[src/rtl/periph_fabric_pkg.sv]
// Shared types and helpers for the peripheral fabric.
//  - state_e           : transaction FSM states
//  - ERR_RDATA_DEFAULT : read data returned on an error response
//  - onehot_prio()     : keeps only the lowest set bit of a vector
package periph_fabric_pkg;

  localparam int          MAX_PERIPH        = 16;
  localparam logic [31:0] ERR_RDATA_DEFAULT = 32'hDEAD_BEEF;

  typedef enum logic [1:0] {
    IDLE = 2'd0,
    WAIT = 2'd1,
    RESP = 2'd2
  } state_e;

  // Two's-complement trick: v & -v isolates the lowest set bit.
  function automatic logic [MAX_PERIPH-1:0] onehot_prio(input logic [MAX_PERIPH-1:0] v);
    return v & (~v + MAX_PERIPH'(1));
  endfunction

endpackage

[src/rtl/periph_fabric_if.sv]
// Bus bundle between the host core, the fabric and the slave peripherals.
//  Host side : i_addr, i_wdata, i_flag, i_we, i_re -> o_rdata, o_ready, o_err
//  Slave side: o_p_sel, o_p_addr, o_p_wdata, o_p_flag, o_p_we, o_p_re <- i_p_rdata, i_p_ready
//  master modport: host plus slave models (drives every i_* signal)
//  slave modport : the fabric itself (drives every o_* signal)
interface periph_fabric_if #(
  parameter int NUM_PERIPH  = 4,
  parameter int DATA_W      = 32,
  parameter int REGION_BITS = 12
);
  logic [31:0]                  i_addr;
  logic [DATA_W-1:0]            i_wdata;
  logic [2:0]                   i_flag;
  logic                         i_we;
  logic                         i_re;
  logic [DATA_W-1:0]            o_rdata;
  logic                         o_ready;
  logic                         o_err;
  logic [NUM_PERIPH-1:0]        o_p_sel;
  logic [REGION_BITS-1:0]       o_p_addr;
  logic [DATA_W-1:0]            o_p_wdata;
  logic [2:0]                   o_p_flag;
  logic                         o_p_we;
  logic                         o_p_re;
  logic [NUM_PERIPH*DATA_W-1:0] i_p_rdata;
  logic [NUM_PERIPH-1:0]        i_p_ready;

  modport master (
    output i_addr, i_wdata, i_flag, i_we, i_re, i_p_rdata, i_p_ready,
    input  o_rdata, o_ready, o_err, o_p_sel, o_p_addr, o_p_wdata, o_p_flag, o_p_we, o_p_re
  );

  modport slave (
    input  i_addr, i_wdata, i_flag, i_we, i_re, i_p_rdata, i_p_ready,
    output o_rdata, o_ready, o_err, o_p_sel, o_p_addr, o_p_wdata, o_p_flag, o_p_we, o_p_re
  );
endinterface

[src/rtl/periph_addr_decode.sv]
// Combinational table-driven address decoder.
//  addr_hi_i : host address bits [31:REGION_BITS]
//  hit_o     : one-hot slave hit, lowest index wins on overlapping regions
//  any_hit_o : at least one region matched
module periph_addr_decode
  import periph_fabric_pkg::*;
#(
  parameter int                          NUM_PERIPH  = 4,
  parameter int                          REGION_BITS = 12,
  parameter logic [NUM_PERIPH*32-1:0]    BASE_ADDRS  = '0
) (
  input  logic [31-REGION_BITS:0] addr_hi_i,
  output logic [NUM_PERIPH-1:0]   hit_o,
  output logic                    any_hit_o
);

  logic [NUM_PERIPH-1:0] raw_hit;

  always_comb begin
    // NOTE: every output of a combinational block gets a default first, so no path leaves it unassigned and no latch is inferred.
    raw_hit = '0;
    for (int k = 0; k < NUM_PERIPH; k++) begin
      raw_hit[k] = (addr_hi_i == BASE_ADDRS[32*k+REGION_BITS +: 32-REGION_BITS]);
    end
    hit_o     = NUM_PERIPH'(onehot_prio(MAX_PERIPH'(raw_hit)));
    any_hit_o = |raw_hit;
  end

endmodule

[src/rtl/periph_fabric.sv]
// Peripheral interconnect: registered request stage, table-driven decode,
// per-transaction timeout, error response for unmapped addresses, and a
// sticky record of the first failing address.
//  clk, rst     : clock, asynchronous active-high reset
//  bus          : host and slave signals (slave modport)
//  o_err_sticky : set by the first error after reset
//  o_err_addr   : address of that first error
module periph_fabric
  import periph_fabric_pkg::*;
#(
  parameter int                       NUM_PERIPH     = 4,
  parameter int                       DATA_W         = 32,
  parameter int                       REGION_BITS    = 12,
  parameter logic [NUM_PERIPH*32-1:0] BASE_ADDRS     = {32'h4000_3000, 32'h4000_2000,
                                                        32'h4000_1000, 32'h4000_0000},
  parameter int                       TIMEOUT_CYCLES = 255,
  parameter logic [DATA_W-1:0]        ERR_RDATA      = DATA_W'(ERR_RDATA_DEFAULT)
) (
  input  logic              clk,
  input  logic              rst,
  periph_fabric_if.slave    bus,
  output logic              o_err_sticky,
  output logic [31:0]       o_err_addr
);

  localparam int               CNT_W    = $clog2(TIMEOUT_CYCLES + 1);
  localparam logic [CNT_W-1:0] CNT_LAST = CNT_W'(TIMEOUT_CYCLES - 1);

  state_e                state_q, state_d;
  logic                  err_q, err_d;
  logic [CNT_W-1:0]      cnt_q, cnt_d;
  logic [NUM_PERIPH-1:0] sel_q, sel_d;
  logic [31:0]           addr_q, addr_d;
  logic [DATA_W-1:0]     wdata_q, wdata_d;
  logic [2:0]            flag_q, flag_d;
  logic                  we_q, we_d;
  logic                  re_q, re_d;
  logic [DATA_W-1:0]     rdata_q, rdata_d;
  logic                  sticky_q, sticky_d;
  logic [31:0]           err_addr_q, err_addr_d;

  logic [NUM_PERIPH-1:0] hit;
  logic                  any_hit;
  logic                  sel_ready;
  logic [DATA_W-1:0]     sel_rdata;
  logic                  fail;
  logic [31:0]           fail_addr;

  periph_addr_decode #(
    .NUM_PERIPH (NUM_PERIPH),
    .REGION_BITS(REGION_BITS),
    .BASE_ADDRS (BASE_ADDRS)
  ) u_decode (
    .addr_hi_i(bus.i_addr[31:REGION_BITS]),
    .hit_o    (hit),
    .any_hit_o(any_hit)
  );

  // Only the selected slave's ready and data are observed.
  always_comb begin
    sel_ready = |(bus.i_p_ready & sel_q);
    sel_rdata = '0;
    for (int k = 0; k < NUM_PERIPH; k++) begin
      if (sel_q[k]) sel_rdata = sel_rdata | bus.i_p_rdata[k*DATA_W +: DATA_W];
    end
  end

  always_comb begin
    state_d    = state_q;
    err_d      = err_q;
    cnt_d      = cnt_q;
    sel_d      = sel_q;
    addr_d     = addr_q;
    wdata_d    = wdata_q;
    flag_d     = flag_q;
    we_d       = we_q;
    re_d       = re_q;
    rdata_d    = rdata_q;
    sticky_d   = sticky_q;
    err_addr_d = err_addr_q;
    fail       = 1'b0;
    fail_addr  = addr_q;

    unique case (state_q)
      IDLE: begin
        if (bus.i_we || bus.i_re) begin
          addr_d  = bus.i_addr;
          wdata_d = bus.i_wdata;
          flag_d  = bus.i_flag;
          if (any_hit) begin
            sel_d   = hit;
            we_d    = bus.i_we;
            re_d    = bus.i_re & ~bus.i_we;  // simultaneous we/re is a write
            cnt_d   = '0;
            err_d   = 1'b0;
            state_d = WAIT;
          end else begin
            err_d     = 1'b1;
            fail      = 1'b1;
            fail_addr = bus.i_addr;
            state_d   = RESP;
          end
        end
      end
      WAIT: begin
        // Ready is checked first so it wins over a coincident timeout.
        if (sel_ready) begin
          rdata_d = sel_rdata;
          err_d   = 1'b0;
          sel_d   = '0;
          we_d    = 1'b0;
          re_d    = 1'b0;
          state_d = RESP;
        end else if (cnt_q == CNT_LAST) begin
          err_d   = 1'b1;
          fail    = 1'b1;
          sel_d   = '0;
          we_d    = 1'b0;
          re_d    = 1'b0;
          state_d = RESP;
        end else begin
          cnt_d = cnt_q + CNT_W'(1);
        end
      end
      RESP:    state_d = IDLE;
      default: state_d = IDLE;
    endcase

    if (fail && !sticky_q) begin
      sticky_d   = 1'b1;
      err_addr_d = fail_addr;
    end
  end

  always_ff @(posedge clk or posedge rst) begin
    if (rst) begin
      state_q    <= IDLE;
      err_q      <= 1'b0;
      cnt_q      <= '0;
      sel_q      <= '0;
      addr_q     <= '0;
      wdata_q    <= '0;
      flag_q     <= '0;
      we_q       <= 1'b0;
      re_q       <= 1'b0;
      rdata_q    <= '0;
      sticky_q   <= 1'b0;
      err_addr_q <= '0;
    end else begin
      // NOTE: non-blocking assignments make every register update from pre-edge values, independent of statement order.
      state_q    <= state_d;
      err_q      <= err_d;
      cnt_q      <= cnt_d;
      sel_q      <= sel_d;
      addr_q     <= addr_d;
      wdata_q    <= wdata_d;
      flag_q     <= flag_d;
      we_q       <= we_d;
      re_q       <= re_d;
      rdata_q    <= rdata_d;
      sticky_q   <= sticky_d;
      err_addr_q <= err_addr_d;
    end
  end

  assign bus.o_ready   = (state_q == RESP);
  assign bus.o_err     = (state_q == RESP) && err_q;
  assign bus.o_rdata   = (state_q != RESP) ? '0 : (err_q ? ERR_RDATA : rdata_q);
  assign bus.o_p_sel   = sel_q;
  assign bus.o_p_addr  = addr_q[REGION_BITS-1:0];
  assign bus.o_p_wdata = wdata_q;
  assign bus.o_p_flag  = flag_q;
  assign bus.o_p_we    = we_q;
  assign bus.o_p_re    = re_q;
  assign o_err_sticky  = sticky_q;
  assign o_err_addr    = err_addr_q;

endmodule

[src/flat_wrapper.sv]
// flat-port wrapper written by rule: the top's interface ports become plain ports
module periph_fabric_flat import periph_fabric_pkg::*;
#(
  parameter int                       NUM_PERIPH     = 4,
  parameter int                       DATA_W         = 32,
  parameter int                       REGION_BITS    = 12,
  parameter logic [NUM_PERIPH*32-1:0] BASE_ADDRS     = {32'h4000_3000, 32'h4000_2000,
                                                        32'h4000_1000, 32'h4000_0000},
  parameter int                       TIMEOUT_CYCLES = 255,
  parameter logic [DATA_W-1:0]        ERR_RDATA      = DATA_W'(ERR_RDATA_DEFAULT)
)
  (clk, rst, o_err_sticky, o_err_addr, bus_i_addr, bus_i_wdata, bus_i_flag, bus_i_we, bus_i_re, bus_i_p_rdata, bus_i_p_ready, bus_o_rdata, bus_o_ready, bus_o_err, bus_o_p_sel, bus_o_p_addr, bus_o_p_wdata, bus_o_p_flag, bus_o_p_we, bus_o_p_re);
  periph_fabric_if #(.NUM_PERIPH(NUM_PERIPH), .DATA_W(DATA_W), .REGION_BITS(REGION_BITS)) bus_i ();
  input  logic clk;
  input  logic rst;
  output logic o_err_sticky;
  output logic [31:0] o_err_addr;
  input wire logic [$bits(bus_i.i_addr)-1:0] bus_i_addr;
  input wire logic [$bits(bus_i.i_wdata)-1:0] bus_i_wdata;
  input wire logic [$bits(bus_i.i_flag)-1:0] bus_i_flag;
  input wire logic [$bits(bus_i.i_we)-1:0] bus_i_we;
  input wire logic [$bits(bus_i.i_re)-1:0] bus_i_re;
  input wire logic [$bits(bus_i.i_p_rdata)-1:0] bus_i_p_rdata;
  input wire logic [$bits(bus_i.i_p_ready)-1:0] bus_i_p_ready;
  output wire logic [$bits(bus_i.o_rdata)-1:0] bus_o_rdata;
  output wire logic [$bits(bus_i.o_ready)-1:0] bus_o_ready;
  output wire logic [$bits(bus_i.o_err)-1:0] bus_o_err;
  output wire logic [$bits(bus_i.o_p_sel)-1:0] bus_o_p_sel;
  output wire logic [$bits(bus_i.o_p_addr)-1:0] bus_o_p_addr;
  output wire logic [$bits(bus_i.o_p_wdata)-1:0] bus_o_p_wdata;
  output wire logic [$bits(bus_i.o_p_flag)-1:0] bus_o_p_flag;
  output wire logic [$bits(bus_i.o_p_we)-1:0] bus_o_p_we;
  output wire logic [$bits(bus_i.o_p_re)-1:0] bus_o_p_re;
  assign bus_i.i_addr = bus_i_addr;
  assign bus_i.i_wdata = bus_i_wdata;
  assign bus_i.i_flag = bus_i_flag;
  assign bus_i.i_we = bus_i_we;
  assign bus_i.i_re = bus_i_re;
  assign bus_i.i_p_rdata = bus_i_p_rdata;
  assign bus_i.i_p_ready = bus_i_p_ready;
  assign bus_o_rdata = bus_i.o_rdata;
  assign bus_o_ready = bus_i.o_ready;
  assign bus_o_err = bus_i.o_err;
  assign bus_o_p_sel = bus_i.o_p_sel;
  assign bus_o_p_addr = bus_i.o_p_addr;
  assign bus_o_p_wdata = bus_i.o_p_wdata;
  assign bus_o_p_flag = bus_i.o_p_flag;
  assign bus_o_p_we = bus_i.o_p_we;
  assign bus_o_p_re = bus_i.o_p_re;
  periph_fabric #(.NUM_PERIPH(NUM_PERIPH), .DATA_W(DATA_W), .REGION_BITS(REGION_BITS), .BASE_ADDRS(BASE_ADDRS), .TIMEOUT_CYCLES(TIMEOUT_CYCLES), .ERR_RDATA(ERR_RDATA)) u_core (.clk(clk), .rst(rst), .bus(bus_i), .o_err_sticky(o_err_sticky), .o_err_addr(o_err_addr));
endmodule
[config.mk]
export PLATFORM = sky130hd
export DESIGN_NAME = periph_fabric_flat
export DESIGN_NICKNAME = d
export VERILOG_FILES = /design/src/rtl/periph_fabric_pkg.sv /design/src/rtl/periph_fabric_if.sv /design/src/rtl/periph_addr_decode.sv /design/src/rtl/periph_fabric.sv /design/src/flat_wrapper.sv
export SDC_FILE = /design/constraint.sdc
export NUM_CORES = 1
export LEC_CHECK = 0
export CAP_MARGIN = 15
export CORE_MARGIN = 4
export CORE_UTILIZATION = 40
export CTS_BUF_LIST = sky130_fd_sc_hd__clkbuf_16
export DETAILED_ROUTE_END_ITERATION = 10
export PLACE_DENSITY = 0.78
export SLEW_MARGIN = 20
export SYNTH_ARGS = -nofsm -noshare
export SYNTH_HDL_FRONTEND = slang
export SYNTH_HIERARCHICAL = 1
export SYNTH_SLANG_ARGS = --single-unit
export TNS_END_PERCENT = 1
[constraint.sdc]
create_clock -name clk -period 10.32 [get_ports clk]
set_clock_uncertainty 0.05 [all_clocks]
set_input_delay 2.58 -clock clk [delete_from_list [all_inputs] [get_ports clk]]
set_output_delay 2.58 -clock clk [all_outputs]
set_load 0.05 [all_outputs]
Word level (Yosys, flattened, before mapping)

Index checks and enable logic that the tools add are counted.

Input port bits: 203
Word-level logic and storage cells: 90
Output and inout port bits: 120
Flip-flop bits (word level): 149

Multiplexer cells: 41
Add/sub/neg operators: 2
Bitwise gates (word level): 8
Reductions and logical operators: 14
Equality and inequality tests: 13

Operators by type and width:

| kind                 | number |
|---|---|
| $mux 32              | 9 |
| $or 32x32->32        | 3 |
| $eq 20x19->1 const B | 4 |
| $mux 8               | 4 |
| $mux 4               | 4 |
| $pmux 8 s2           | 1 |
| $mux 1               | 13 |
| $add 8x1->8 const B  | 1 |
| $and 4x4->4          | 2 |
| $eq 8x8->1 const B   | 1 |
| $mux 2               | 4 |
| $pmux 1 s2           | 4 |
| $pmux 4 s2           | 1 |
| $reduce_or 4->1      | 2 |
| $ne 2x2->1 const B   | 3 |
| $reduce_and 2->1     | 3 |
| $reduce_and 5->1     | 1 |
| $add 4x1->4 const B  | 1 |
| $ne 2x1->1 const B   | 2 |
| $not 4->4            | 1 |
| $pmux 2 s2           | 1 |
| $reduce_and 4->1     | 1 |
| $ne 3x1->1 const B   | 1 |
| $reduce_and 3->1     | 1 |
| 9 further kinds      | 10 |

Longest topological paths before layout

Gate-level depths: netlist of run 1.

Word-level depth: 7
Gate-level depth with buffers: 8
Depth with buffers taken out: 8

Hierarchy

Netlist of run 1, hierarchy kept.

Modules (own cells, without submodules):

| module             | times used | area an instance (µm²) | cells each | sequential area each (µm²) |
|---|---|---|---|---|
| periph_fabric      | 1          | 6935.4                 | 604        | 3728.6 |
| periph_addr_decode | 1          | 101.3                  | 14         | 0.0 |

Least setup slack after synthesis of run 1

OpenSTA, ideal clock, no wires.

Path type: in2reg
From: input bus_i_addr[26]
To: register u_core.re_q (netlist: u_core/bus.o_p_re)
Cell stages on the path: 8
Setup slack: 6045 ps
Library setup time: 68 ps
Buffers on the path: 0
Arrival: 4157 ps
Cells stage by stage: nor4_2 nand3_2 nor2_1 o21a_1 nor2_1 or2_2 nor2_1 a32o_1

Cells in the longest elaborated chain, start to end: 4

Ends and longest elaborated chain:

| item                         | RTL line                 | source |
|---|---|---|
| from (decl)                  | flat_wrapper.sv:18       | `input wire logic [$bits(bus_i.i_addr)-1:0] bus_i_addr;` |
| $eq 20x19->1                 | periph_addr_decode.sv:23 | `raw_hit[k] = (addr_hi_i == BASE_ADDRS[32*k+REGION_BITS +: 32-REGION_BITS]);` |
| $reduce_or 4->1 *            | periph_addr_decode.sv:26 | `any_hit_o = \|raw_hit;` |
| net u_core.any_hit           | periph_fabric.sv:43      | `logic any_hit;` |
| $ne 2x1->1 (no line) *       | n/a                      |  |
| $reduce_and 4->1 (no line) * | n/a                      |  |
| to (signal assigned)         | periph_fabric.sv:159     | `re_q <= re_d;` |
| to (decl)                    | periph_fabric.sv:37      | `logic re_q, re_d;` |

The timed path passes the listed nets; every way through them passes the cells marked *.
A chain may end at the register's enable or synchronous reset.

Worst setup path after layout of run 1

From: register u_core.state_q[0]
To: output bus_o_rdata[8]

Cells in the longest elaborated chain, start to end: 2

Ends and longest elaborated chain:

| item                   | RTL line             | source |
|---|---|---|
| from (decl)            | periph_fabric.sv:29  | `state_e state_q, state_d;` |
| from (signal assigned) | periph_fabric.sv:151 | `state_q <= state_d;` |
| $ne 2x2->1             | periph_fabric.sv:168 | `assign bus.o_rdata = (state_q != RESP) ? '0 : (err_q ? ERR_RDATA : rdata_q);` |
| $mux 32                | periph_fabric.sv:168 |  |
| to (decl)              | flat_wrapper.sv:25   | `output wire logic [$bits(bus_i.o_rdata)-1:0] bus_o_rdata;` |

No other way between the ends.

==> results.toml, run 1 <==
[global_routing]
grtUsageTotal_pct = 22.18
antenna_found_initial = 0
grt_max_degree = 79
grt_overflow = 0
grt_pass1_wl_um = 34470
grt_pass1_vias = 6230

[logic_synthesis]
synth_flop_cell = "dfrtp_1"
synth_top_area_share_pct = 52.99
synthCells = 618
synth_edf_count = 0
ys_warn_count = 6
postSynthAreaPerCell_um2 = 11.39
yosysTopAreaCell = "dfrtp_1"
syn_area_um2 = 7037
synth.top_cells.by_area = "dfrtp_1 (53%), mux2_2 (11%), a22oi_1 (6.8%)"
synth.distinct_cells = 50
synth.most_common_cell = "dfrtp_1"
synth_common_cells = "dfrtp_1 (149), nor2_1 (91), mux2_2 (67), a22oi_1 (64)"
postSynthNetCount = 823
ys_async_sr_fraction_pct = 100.0
synth_seq_area_share_pct = 52.99
ys_ff_latch = 149

[clock_tree]
post_cts_resized = 0
cts.sinks = 149
path_clk_slew_ns = 0.07
h-tree-depth = 4
postCtsSetupBuffers = 0
clock_latency_ns = 0.41
ctsHoldBuffers = 0
clk_path_buf_depth = 2
cts_tree = "built"
cts_root_buffer = "clkbuf_16"
cts_made_buffers = 17

[drt]
remaining_drc_errors = 0
vias_per_cell = 5.349
wl_per_cell_um = 19.71
dr.pass1.iters = 5
totalWireLength_um = 22570
ant_nets = 0
vias = 6125
drt_iter0_markers = 388

[sta]
setup_violations = 0
fmax_mhz = 182.7
hold_viol_final = 0
tns_ns = 0
fin_crit_sh_pct = 53.05
setup_ws_ns = 4.845
min_period_ns = 5.475
rsz0062_at_grt = "no"
slew_viol_final = 0
slew_headroom_pct = 34.84
tightestPinTransition_ns = 0.9774

[worst_setup_path]
critPathBufInv = 2
cp_top_family = "buffers and inverters"
endpoint_kind = "output port"
worst-setup-path-type = "flip-flop to output port"
startpoint_type = "flip-flop"
crit_cells = 5
cp_slowest_stage_delay_ns = 0.86
cpMaxStageDelayCell = "clkdlybuf4s50_1"
worstPathCellList = "nand2b_1 > buf_4 > nor2_1 > and2_1 > clkdlybuf4s50_1"
critPathRequiredTime_ns = 7.69
arrival_ns = 2.84
crit_fanout = 26
r2r_cells = 5

[die]
die_area_um2 = 19780
die_h_um = 140.6
std_cell_rows = 48
io_pins = 323
die-width_um = 140.6
core-area_um2 = 17300
initial_core_util_pct = 40.68

[outcome]
status = "finished, final reports clean"

[placement]
dp.final_hpwl_um = 16360
port_buffers = 322
globalplace.congestion = 0.8590
dp.cells = 1113
preCtsSetupSlack_ns = 4.917

[power]
ir_drop_v = 0.0001251
power_density_nw_per_um2 = 162.0
p_leak_uw = 0.004293

[min_path]
hp-class = "flip-flop to flip-flop"
hold_depth = 1

[final_layout]
antenna_cells = 0
fin_nets = 1112
area_delta_synth_final_pct = 54.62
layout-drive-gt1-share_pct = 13.70
fin_cells = 1145

[job]
cap_violations = 0
[power by group]
group	total, µW	internal [µW]	switching, µW
logic	476	202	274
registers	663	633	29.5
clock network	623	362	261
total	1760	1200	565
[final timing paths]
path / start / slack (ns) / to
min in group asynchronous: rst / 2.61 / u_core/rdata_q[7]
worst max register to register: u_core/state_q[0] / 7.66 / u_core/o_err_addr[0]
worst min-delay path: u_core/bus.o_p_wdata[11] / 0.45 / u_core/bus.o_p_wdata[11]
worst min register to register: u_core/bus.o_p_wdata[11] / 0.45 / u_core/bus.o_p_wdata[11]
worst max-delay path: u_core/state_q[0] / 4.85 / bus_o_rdata[8]
max in group asynchronous: rst / 6.18 / u_core/o_err_addr[4]
[kinds of logic (layout without fill, tap and decap cells)]
logic type      count (synthesis)  count (layout)  share of synthesized area, %
simple gates                  169             169                         12.38
compound gates                161             161                         18.15
flops                         149             149                         52.99
buf+inv                        70             372                         5.405
mux                            67              67                         10.72
fa+ha+maj                       2               2                        0.3556
[sequential cells by signal, indices dropped and copies added, names as in the netlist]
signal	cells
u_core/err_q	1
u_core/rdata_q	32
u_core/o_err_addr	32
u_core/o_err_sticky	1
u_core/addr_q	32
u_core/bus.o_p_we	1
u_core/bus.o_p_wdata	32
u_core/state_q	2
u_core/bus.o_p_flag	3
u_core/cnt_q	8
u_core/bus.o_p_re	1
u_core/bus.o_p_sel	4
[per-layer routing]
layer | share of wire (%) | global-route usage (%) | vias to the layer above | routed length, µm
met1 | 40 | 28.43 | 2996 | 8973
met4 | 1.3 | 5.507 | 0 | 294
li1 | - | - | 2854 | -
met5 | 0 | 0 | - | 0
met2 | 51 | 37.20 | 256 | 11530
met3 | 7.9 | 6.411 | 19 | 1774
[stage by stage]
stage	util, %	power (µW)	hold WS (ns)	cell area, µm²
floorplan	-	950.4	0.4175	7037
global placement	59.47	1146	0.4362	10290
detailed placement	59.47	1152	0.4375	10290
CTS	62.91	1780	0.4576	10880
global route	62.91	1831	0.4691	10880
finish	62.91	1762	0.4535	10880
[layout make-up]
| class | count | area (µm²) |
|---|---|---|
| Clock inverter | 15 | 168.9 |
| Clock buffer | 17 | 425.4 |
| Timing Repair Buffer | 331 | 3291 |
| Multi-Input combinational cell | 399 | 2947 |
| Fill cell | 1408 | 6416 |
| Tap cell | 225 | 281.5 |
| Sequential cell | 149 | 3729 |
| Inverter | 9 | 38.79 |
[layout by cell type (no fill, tap or decap), types with 2 or more instances in the layout]
cell / n
o221a_1: 30
nand4_1: 2
mux2_2: 67
nand2_1: 9
nor3_1: 3
nor4_2: 2
buf_4: 9
nand2b_1: 34
clkinvlp_4: 5
a22o_1: 6
clkdlybuf4s50_1: 322
inv_1: 8
ha_1: 2
inv_6: 5
o221a_2: 2
o21ai_0: 5
a22oi_1: 64
clkbuf_16: 17
and2_1: 9
a21oi_1: 5
o31a_1: 2
nor2_1: 90
bufinv_16: 2
dfrtp_1: 149
inv_8: 2
nor4_1: 3
a31oi_1: 38
Power figures use the tool's default switching activity.
==> run 2: changes to the inputs <==
clock period = 5.1 ns   (was 10.32 ns; I/O delays follow)
==> run 2 against run 1 <==
Net effect: power rose by 96%; hold slack barely moved; non-clock buffer count did not move; combinational power rose by 100%.
==> results.toml, run 2 (same netlist as run 1, synthesis figures left out) <==
[min_path]
hp-class = "flip-flop to flip-flop"

[final_layout]
area_delta_synth_final_pct = 53.98
fill_cells = 1402
fin_nets = 1112
ff_latch_area_um2 = 3729
layout-drive-gt1-share_pct = 13.37
most-common-layout-cells = "clkdlybuf4s50_1 (322), dfrtp_1 (149), nor2_1 (90)"
final_cell_area_um2 = 10840
layout_commonest_cell = "clkdlybuf4s50_1"
antenna_cells = 0
fin_cells = 1145
multi_input_area_um2 = 2943

[drt]
vias = 6024
ant_nets = 0
remaining_drc_errors = 0
wl_per_cell_um = 19.52
totalWireLength_um = 22350
vias_per_cell = 5.261
dr.pass1.iters = 5
drt_iter0_markers = 399

[worst_setup_path]
critPathBufInv = 1
critPathRequiredTime_ns = 3.77
cp_top_family = "buffers and inverters"
startpoint_type = "flip-flop"
crit_fanout = 27
r2r_slack_ns = 2.49
cpMaxStageDelayCell = "clkdlybuf4s50_1"
arrival_ns = 2.71
endpoint_kind = "output port"
worstPathCellList = "nor2_1 > and2_1 > clkdlybuf4s50_1"
worst-setup-path-type = "flip-flop to output port"
cp_slowest_stage_delay_ns = 0.85

[sta]
tns_ns = 0
tightestPinTransition_ns = 0.9576
setup_violations = 0
slew_viol_final = 0
min_period_ns = 4.037
rsz0062_at_grt = "no"
fin_crit_sh_pct = 79.16
hold_viol_final = 0
slew_headroom_pct = 36.16
fmax_mhz = 247.7

[clock_tree]
cts.sinks = 149
clk_path_buf_depth = 2
cts_root_buffer = "clkbuf_16"
h-tree-depth = 4
cts_made_buffers = 17
path_clk_slew_ns = 0.06
ctsHoldBuffers = 0
postCtsSetupBuffers = 0
clock_latency_ns = 0.41
post_cts_resized = 0
cts_tree = "built"

[global_routing]
antenna_found_initial = 0
grt_overflow = 0
grt_pass1_wl_um = 34560
use_met1_pct = 28.35
grt_pass1_vias = 6295
grt_util_met3_pct = 6.920
grtUsageTotal_pct = 22.06
grt_use_met2_pct = 36.16
busiest_layer = "met2"
grt_max_degree = 150

[die]
core-area_um2 = 17300
die_h_um = 140.6
io_pins = 323
std_cell_rows = 48
die-width_um = 140.6
initial_core_util_pct = 40.68
die_area_um2 = 19780

[power]
intPower_uw = 2355
ir_drop_v = 0.0002434
fin_total_pwr_uw = 3453
p_comb_share_pct = 27.6
power_density_nw_per_um2 = 318.7
switchingPower_uw = 1099
swShare_pct = 31.82
p_leak_uw = 0.004278
clkPwrFrac_pct = 33.3
seq_power_share_pct = 39.1

[placement]
dp.cells = 1113
post_dp_cell_area_um2 = 10290
port_buffers = 322
dp.final_hpwl_um = 15890
globalplace.congestion = 0.8534

[outcome]
status = "finished, final reports clean"

[job]
cap_violations = 0
==> run 2: cell types whose count changed in the layout (fill, tap and decap cells not counted) <==
cell        previous run  this run
buf_12                 0         1
inv_8                  2         0
clkinv_1               0         1
inv_1                  8        10
or3_4                  1         0
bufinv_16              2         1
clkinv_2               1         4
or3_2                  0         1
clkinv_4               1         0
inv_6                  5         2
clkinvlp_4             5         6
buf_4                  9         8
==> run 2: routing by layer <==
metal | up-vias | wire length, µm
li1 | 2854 | -
met1 | 2925 | 9420
met4 | 0 | 471
met3 | 29 | 1390
met2 | 216 | 11070
met5 | - | 0
==> run 2: power groups by stage <==
| stage | registers [µW] | logic (µW) | clock network (µW) |
|---|---|---|---|
| floorplan | 1530 | 395 | 0 |
| global placement | 1360 | 952 | 0 |
| detailed placement | 1370 | 958 | 0 |
| CTS | 1350 | 962 | 1180 |
| global route | 1360 | 997 | 1250 |
| finish | 1350 | 953 | 1150 |
==> run 2: worst paths after layout <==
check / startpoint / endpoint / depth (start not counted)
max: u_core/err_q / bus_o_rdata[14] / 3
max reg2reg: u_core/state_q[1] / u_core/o_err_addr[29] / 5
min reg2reg: u_core/bus.o_p_wdata[15] / u_core/bus.o_p_wdata[15] / 1
max in group asynchronous: rst / u_core/bus.o_p_wdata[13] / 3
min in group asynchronous: rst / u_core/o_err_addr[19] / 3
min: u_core/bus.o_p_wdata[15] / u_core/bus.o_p_wdata[15] / 1
==> run 2: final cells by class <==
type / count / share of cell area (%)
clock buffer: 17 / 3.926
clock inverter: 15 / 1.074
inverter: 9 / 0.3464
multi-input combinational: 399 / 27.16
sequential: 149 / 34.41
tap: 225 / 2.598
timing repair buffer: 331 / 30.48
==> run 2: stage by stage <==
stage	util [%]	hold slack [ns]	worst slack [ns]
finish	62.64	0.4534	1.063
global placement	59.51	0.4366	1.154
floorplan	-	0.4175	1.900
detailed placement	59.51	0.4435	1.067
CTS	62.64	0.4565	1.049
global route	62.64	0.4647	0.9045
==> run 3: changes to the inputs <==
CORE_UTILIZATION = 38   (was 40)
clock period = 3.4 ns   (was 5.1 ns; I/O delays follow)
==> run 3 against run 2 <==
Net effect: clock-buffer cell count did not move; hold slack hardly changed; routed wire length rose by 0.93%; via count rose by 1.7%; power grew 57%; register-to-register slack got worse by 1.6 ns; non-clock buffer count grew 7; sequential share of layout area is 0.60 points lower; global-route usage decreased by 0.81 points; core utilization fell by 1.7 points; worst setup slack worse by 0.76 ns; critical path type unchanged; critical endpoint is now bus_o_rdata[8].
==> results.toml, run 3 (same netlist as run 1, synthesis figures left out) <==
[final_layout]
area_delta_synth_final_pct = 56.70
final_cell_area_um2 = 11030
layout-drive-gt1-share_pct = 17.80
fin_cells = 1156
antenna_cells = 0
layout_commonest_cell = "clkdlybuf4s50_1"
most-common-layout-cells = "clkdlybuf4s50_1 (290), dfrtp_1 (149), nor2_1 (90)"
fill_cells = 1459
fin_nets = 1119

[clock_tree]
postCtsSetupBuffers = 0
cts_tree = "built"
clock_latency_ns = 0.41
h-tree-depth = 4
post_cts_resized = 0
ctsHoldBuffers = 0
clk_path_buf_depth = 2
cts_root_buffer = "clkbuf_16"
cts.sinks = 149
path_clk_slew_ns = 0.06
cts_made_buffers = 17

[power]
power_density_nw_per_um2 = 492.4
ir_drop_v = 0.0004653
p_leak_uw = 0.004429

[global_routing]
grt_pass1_wl_um = 34200
antenna_found_initial = 0
grt_pass1_vias = 6137
grt_max_degree = 70
grtUsageTotal_pct = 21.25
grt_overflow = 0

[die]
initial_core_util_pct = 38.91
die_h_um = 144.1
core-area_um2 = 18090
io_pins = 323
die_area_um2 = 20760
std_cell_rows = 49
die-width_um = 144.1

[worst_setup_path]
r2r_cells = 5
critPathRequiredTime_ns = 2.50
critPathBufInv = 2
worstPathCellList = "nand2b_1 > buf_4 > nor2_1 > and2_1 > buf_12"
startpoint_type = "flip-flop"
arrival_ns = 2.20
cp_slowest_stage_delay_ns = 0.43
endpoint_kind = "output port"
worst-setup-path-type = "flip-flop to output port"
cpMaxStageDelayCell = "dfrtp_1"
crit_cells = 5
crit_fanout = 25
cp_top_family = "simple AND/OR/NAND/NOR gates"

[min_path]
hp-class = "flip-flop to flip-flop"
hold_depth = 1

[sta]
min_period_ns = 3.101
slew_viol_final = 0
hold_viol_final = 0
setup_violations = 0
rsz0062_at_grt = "no"
tns_ns = 0
fmax_mhz = 322.5
tightestPinTransition_ns = 0.6573
slew_headroom_pct = 56.09
fin_crit_sh_pct = 91.19

[placement]
dp.final_hpwl_um = 16420
globalplace.congestion = 0.8466
post_dp_cell_area_um2 = 10410
port_buffers = 322
dp.cells = 1124

[drt]
wl_per_cell_um = 19.52
ant_nets = 0
totalWireLength_um = 22560
vias_per_cell = 5.298
dr.pass1.iters = 5
vias = 6124
drt_iter0_markers = 396
remaining_drc_errors = 0

[outcome]
status = "finished, final reports clean"

[job]
cap_violations = 0
-- run 3: cell types whose count changed in the layout (fill, tap and decap cells not counted), moves of 2 or more --
cell / delta
inv_1: -2
inv_8: +2
clkinvlp_4: -2
clkinv_2: -3
clkdlybuf4s50_1: -32
buf_12: +11
bufinv_16: +2
inv_6: +3
buf_4: +28
-- run 3: cell type report --
cell class	instances	area, µm²	area share (%)
well taps	229	286.5	2.598
clock buffers	17	425.4	3.858
multi-input cells	399	2943	26.69
inverters	9	37.54	0.3404
repair buffers	338	3413	30.95
flip-flops and latches	149	3729	33.81
clock inverters	15	192.7	1.747
-- run 3: through the flow --
step                      setup slack (ns)  util (%)  total power, µW  hold WS (ns)
final                               0.2994     60.97             5429        0.4537
after CTS                           0.2698     60.97             5492        0.4595
after global placement              0.1937     57.55             3472        0.4371
after detailed placement            0.1362     57.55             3488        0.4446
after floorplan                     0.6250         -             2885        0.4175
after global routing                0.1574     60.97             5642        0.4681
-- run 3: per-layer routing --
metal / global-route usage, % / share of wire, %
met5: 0 / 0
met1: 28.71 / 42
met3: 5.093 / 6.5
met2: 34.05 / 50
met4: 6.492 / 2.1
-- run 3: final timing paths --
path                                          from                       to  slack, ns
min in group asynchronous                      rst        u_core/addr_q[19]       0.83
max in group asynchronous                      rst  u_core/bus.o_p_wdata[2]       1.75
min reg2reg                u_core/bus.o_p_wdata[8]  u_core/bus.o_p_wdata[8]       0.45
max                              u_core/state_q[0]           bus_o_rdata[8]       0.30
max reg2reg                      u_core/state_q[1]    u_core/o_err_addr[14]       0.90
min                        u_core/bus.o_p_wdata[8]  u_core/bus.o_p_wdata[8]       0.45
-- run 3: where the power goes --
group / switching, µW / total [µW] / internal [µW]
combinational: 834 / 1440 / 604
sequential: 89.1 / 2010 / 1920
clock: 803 / 1980 / 1180
total: 1730 / 5430 / 3700
